<file path="src/rtl/seq_alu.sv">
// seq_alu: handshaked multi-cycle ALU. Add/logic ops finish in one cycle;
// shifts and rotates step one bit position per cycle.
// Ports:
//   clk, rst                   clock, synchronous active-high reset
//   in_valid/in_ready          request handshake (ready only in IDLE)
//   A, B, Cin, Op              operands, carry-in, op select
//   invA, invB, sign           operand inversion, signed overflow mode
//   out_valid/out_ready        result handshake
//   Out, Ofl, Z, N, P          result and flags, held while out_valid
module seq_alu #(
    parameter int WIDTH   = 16,
    parameter int SHAMT_W = 4
) (
    input  logic             clk,
    input  logic             rst,
    input  logic             in_valid,
    output logic             in_ready,
    input  logic [WIDTH-1:0] A,
    input  logic [WIDTH-1:0] B,
    input  logic             Cin,
    input  logic [2:0]       Op,
    input  logic             invA,
    input  logic             invB,
    input  logic             sign,
    output logic             out_valid,
    input  logic             out_ready,
    output logic [WIDTH-1:0] Out,
    output logic             Ofl,
    output logic             Z,
    output logic             N,
    output logic             P
);

    typedef enum logic [1:0] {
        IDLE,
        SHIFT,
        DONE
    } stateT;

    stateT state;
    stateT nextState;

    logic [WIDTH-1:0]   opA;
    logic [WIDTH-1:0]   opB;
    logic [SHAMT_W-1:0] shamt;
    logic [WIDTH:0]     sum;
    logic [WIDTH-1:0]   aluRes;
    logic               aluOfl;
    logic               accept;

    logic [WIDTH-1:0]   work;
    logic [WIDTH-1:0]   shifted;
    logic [SHAMT_W-1:0] count;
    logic [1:0]         shOp;

    logic               writeRes;
    logic [WIDTH-1:0]   resNext;
    logic               oflNext;

    assign opA    = invA ? ~A : A;
    assign opB    = invB ? ~B : B;
    assign shamt  = opB[SHAMT_W-1:0];
    assign accept = in_valid & in_ready;
    assign sum    = {1'b0, opA} + {1'b0, opB} + {{WIDTH{1'b0}}, Cin};

    // Single-cycle ops, evaluated on the raw inputs at the accept edge.
    always_comb begin
        aluRes = sum[WIDTH-1:0];
        aluOfl = 1'b0;
        unique case (Op[1:0])
            2'b00: begin
                aluRes = sum[WIDTH-1:0];
                // Signed: like-signed operands producing an opposite-signed sum.
                aluOfl = sign
                    ? ((opA[WIDTH-1] == opB[WIDTH-1]) &&
                       (sum[WIDTH-1] != opA[WIDTH-1]))
                    : sum[WIDTH];
            end
            2'b01: aluRes = opA | opB;
            2'b10: aluRes = opA ^ opB;
            2'b11: aluRes = opA & opB;
        endcase
    end

    // One-position step of the working register.
    always_comb begin
        shifted = work;
        unique case (shOp)
            2'b00: shifted = {work[WIDTH-2:0], work[WIDTH-1]};
            2'b01: shifted = {work[WIDTH-2:0], 1'b0};
            2'b10: shifted = {work[WIDTH-1], work[WIDTH-1:1]};
            2'b11: shifted = {1'b0, work[WIDTH-1:1]};
        endcase
    end

    // Result writeback select: ALU or zero-count shift at accept,
    // or the last shift step.
    always_comb begin
        writeRes = 1'b0;
        resNext  = aluRes;
        oflNext  = 1'b0;
        if (accept) begin
            if (Op[2]) begin
                writeRes = 1'b1;
                resNext  = aluRes;
                oflNext  = aluOfl;
            end else if (shamt == '0) begin
                writeRes = 1'b1;
                resNext  = opA;
            end
        end else if (state == SHIFT && count == SHAMT_W'(1)) begin
            writeRes = 1'b1;
            resNext  = shifted;
        end
    end

    always_ff @(posedge clk) begin
        if (rst) begin
            state <= IDLE;
        end else begin
            state <= nextState;
        end
    end

    always_comb begin
        nextState = state;
        in_ready  = 1'b0;
        out_valid = 1'b0;
        unique case (state)
            IDLE: begin
                in_ready = ~rst;
                if (accept) begin
                    if (Op[2] || shamt == '0) begin
                        nextState = DONE;
                    end else begin
                        nextState = SHIFT;
                    end
                end
            end
            SHIFT: begin
                if (count == SHAMT_W'(1)) begin
                    nextState = DONE;
                end
            end
            DONE: begin
                out_valid = 1'b1;
                if (out_ready) begin
                    nextState = IDLE;
                end
            end
            default: nextState = IDLE;
        endcase
    end

    always_ff @(posedge clk) begin
        if (rst) begin
            work  <= '0;
            count <= '0;
            shOp  <= 2'b00;
            Out   <= '0;
            Ofl   <= 1'b0;
            Z     <= 1'b0;
            N     <= 1'b0;
            P     <= 1'b0;
        end else begin
            if (accept && !Op[2]) begin
                work  <= opA;
                count <= shamt;
                shOp  <= Op[1:0];
            end else if (state == SHIFT) begin
                work  <= shifted;
                count <= count - SHAMT_W'(1);
            end
            if (writeRes) begin
                Out <= resNext;
                Ofl <= oflNext;
                Z   <= (resNext == '0);
                N   <= resNext[WIDTH-1];
                P   <= (resNext != '0) & ~resNext[WIDTH-1];
            end
        end
    end

endmodule

</file>
<file path="config.mk">
export PLATFORM = sky130hd
export DESIGN_NAME = seq_alu
export DESIGN_NICKNAME = d
export VERILOG_FILES = /design/src/rtl/seq_alu.sv
export SDC_FILE = /design/constraint.sdc
export NUM_CORES = 1
export LEC_CHECK = 0
export BUFFER_PORTS_ARGS = -buffer_cell sky130_fd_sc_hd__buf_2
export CAP_MARGIN = 10
export CORE_MARGIN = 5
export CORE_UTILIZATION = 53
export DETAILED_ROUTE_END_ITERATION = 6
export HOLD_SLACK_MARGIN = 0.05
export PLACE_DENSITY = 0.81
export SLEW_MARGIN = 10
export SYNTH_ARGS = -nofsm -noshare
export SYNTH_HDL_FRONTEND = slang
export SYNTH_SLANG_ARGS = --single-unit
</file>
<file path="constraint.sdc">
create_clock -name clk -period 3.4 [get_ports clk]
set_input_delay 0.34 -clock clk [delete_from_list [all_inputs] [get_ports clk]]
set_output_delay 0.34 -clock clk [all_outputs]
set_load 0.005 [all_outputs]
</file>
==> run_results.csv <==
group,metric,value,unit
status,status,"finished, final reports clean",
worst_setup_path,crit-reg2reg-launch,"count[1]$_SDFFE_PP0P_",
synth,synth_top_family_by_area,"compound AO/OA/AOI/OAI gates",
placement,io_buffers,64,
finish,final_cell_mix,"64 x buf_2, 63 x nor2_1, 58 x nand2_1",
synth,yosysTopAreaCellShare,18.6,%
cts,worstSkewPairLatency,290,ps
floorplan,start_util,53.6,%
sta,setup_viol,0,
worst_setup_path,path_delay_family,"compound AO/OA/AOI/OAI gates",
cts,cts-root-to-sink-buffers,2,
worst_setup_path,crit_path_end,"P$_SDFFE_PP0P_",
worst_setup_path,timing.critical_path.buf_inv,3,
sta,slew_headroom,44.0,%
floorplan,row_count,34,
routing,first_iter_violations,343,
synth,synth_enable_flop_cells,0,
routing,wl,14.4,mm
floorplan,die_w,103,um
power_and_ir_drop,p_per_area,350,mW/mm2
synth,syn_nets,711,
sta,min_period_over_period,93.1,%
worst_setup_path,reg2reg_to,"P$_SDFFE_PP0P_",
synth,synth-main-ff-cell,"dfxtp_1",
finish,fin_nets,789,
synth,async_flop_share,0,%
worst_setup_path,cpMostUsedCell,"ha_1",
sta,fin_skew,5.01,ps
cts,cts_setup_buffers,0,
synth,synth_mux_area_share,7.08,%
min_path,min_path_type,"in -> reg",
worst_setup_path,crit_arrival,3340,ps
cts,cts_tree,"done",
worst_setup_path,cp_slowest_stage_delay,390,ps
worst_setup_path,cp.required,3570,ps
sta,slew_violations,0,
cts,cts_max_level,2,
synth,syn_avg_cell_area,7.31,um2
global_routing,grt.total_usage,27.3,%
synth,ys_top_cells_by_area,"dfxtp_1 19%, ha_1 9.2%, xor2_1 5.9%, mux2i_1 5.6%, a21oi_1 5.5%",
finish,fillers,777,
floorplan,dieHeight,103,um
cts,clock-root-buffer,"clkbuf_8",
placement,dp_hpwl,11.5,mm
floorplan,ios,65,
finish,multi_input_area,0.00341,mm2
global_routing,grt_pass1_wl,23.2,mm
synth,synth-compound-area-share,27.2,%
power_and_ir_drop,finalPower,1.88,mW
sta,rsz0062_at_grt,"no",
cts,cts_buffers,5,
placement,place_congestion,0.985,
synth,synth_cell_types,67,
flow_run,maxCapViolations,0,
worst_setup_path,crit_path_end_kind,"flip-flop",
finish,area_growth,16.3,%
synth,yosysSeqAreaShare,18.6,%
worst_setup_path,crit_start,"invB",
routing,drc,0,
worst_setup_path,cp-start-kind,"primary input",
synth,netlist_area,0.00463,mm2
synth,synthAdderAreaFrac,9.62,%
floorplan,dieArea,0.0107,mm2
sta,tightest_slew,829,ps
cts,numClockSinks,43,
routing,post_drt_wl_per_cell,17.6,um
finish,seqCellArea,861,um2
power_and_ir_drop,peakVddDrop,0.184,mV
floorplan,coreArea,0.00864,mm2
global_routing,grt_pass1_vias,4740,
routing,final_antenna_net_count,0,
power_and_ir_drop,leakage,2.29,nW
routing,dr.pass1.iters,7,
worst_setup_path,r2r_setup_slack,490,ps
synth,synth_xor_area_share,8.27,%
finish,final_common_cell,"buf_2",
global_routing,grt_max_degree,34,
synth,synth_cells,633,
finish,layout.cells.non_filler,820,
worst_setup_path,path_class,"in -> reg",
finish,diodes,0,
sta,hold_viol_final,0,
synth,yosys_warnings,0,
synth,synth.largest_area_cell,"dfxtp_1",
worst_setup_path,slowest_stage,"a311oi_1",
routing,viasPerCell,6.25,
worst_setup_path,path_cells,"buf_2, buf_4, xor2_2, inv_2, ha_1, ha_1, nor3_1, a21boi_1, o31a_1, o21bai_1, mux2i_1, a311oi_1, nor2b_1, and3_1, o32ai_2",
worst_setup_path,rr_worst_depth,12,
global_routing,antenna_found_initial,0,
worst_setup_path,worstPathMaxFanout,6,
cts,clk_pin_slew,80,ps
cts,cts.repair.resized,0,
cts,cts_hold_buf,0,
finish,drive_gt1_share,20.8,%
worst_setup_path,path_depth,15,
placement,dpl.cell_count,812,
synth,ys_ff_latch,43,
global_routing,grt_overflow_total,0,
sta,fmax,316,MHz
synth,yosys.area_share.simple,21.1,%
routing,vias,5122,
sta,period_needed,3160,ps
## where the power goes
group	switching (mW)	total, mW	internal, mW
Combinational	0.582	1.00	0.419
Clock	0.169	0.313	0.144
Sequential	0.0280	0.570	0.542
## routing by layer
metal / wire (um) / share of wire (%) / global-route usage, % / up-vias
li1: - / - / - / 2422
met1: 5700 / 39 / 34.4 / 2396
met2: 6950 / 48 / 46.5 / 251
met3: 1200 / 8.3 / 4.16 / 53
met4: 595 / 4.1 / 10.7 / 0
met5: 0 / 0 / 0 / -
## how the worst min path moves through the flow
stage | slack, ps | end | from | cells after the start
final | 360 | Ofl$_SDFFE_PP0P_ | sign | 3
after global routing | 420 | state[1]$_SDFFE_PP0P_ | out_ready | 4
after CTS | 370 | Ofl$_SDFFE_PP0P_ | sign | 3
after detailed placement | 450 | shOp[0]$_SDFFE_PP0P_ | shOp[0]$_SDFFE_PP0P_ | 2
after global placement | 450 | Out[3]$_SDFFE_PP0P_ | Out[3]$_SDFFE_PP0P_ | 2
after floorplan | 440 | shOp[0]$_SDFFE_PP0P_ | shOp[0]$_SDFFE_PP0P_ | 2
## synthesized netlist by cell type, drive strengths merged, types with 15 or more instances
master  number
nand2       58
clkbuf      29
dfxtp       43
inv         50
xor2        33
ha          34
o21ai       38
nor2        64
o211ai      15
a21oi       51
a211oi      19
mux2i       26
## tightest hold or removal path: cells and delay by family
| family | cells | cell delay, ps |
|---|---|---|
| buffers and inverters | 1 | 80 |
| AO/OA/AOI/OAI | 2 | 190 |
## registers in the layout, indices dropped and copies added (netlist names)
signal	flops
Ofl	1
shOp	2
Z	1
count	4
P	1
state	2
Out	16
work	16
## layout make-up
type                            instances  area share [%]
Clock buffer                            7            1.42
Clock inverter                          1          0.0929
Inverter                               50            3.49
Multi-Input combinational cell        497            63.4
Sequential cell                        43            16.0
Tap cell                              108            2.51
Timing Repair Buffer                  114            13.2
## logic make-up after synthesis
group           count (synthesis)
flops                          43
simple gates                  200
xor+xnor                       42
mux                            31
compound gates                189
buf+inv                        93
fa+ha+maj                      35
## stage by stage
step	hold slack, ps	TNS, ps	instance area, um2	setup WS [ps]	util [%]
2_1_floorplan	437	0	4630	197	-
6_report	365	0	5390	235	62.4
4_1_cts	367	0	5370	268	62.2
5_1_grt	422	0	5390	28.1	62.4
3_5_place_dp	455	-9.97	5290	-7.24	61.2
3_3_place_gp	448	0	5290	54.6	61.2
Power figures use the tool's default switching activity.
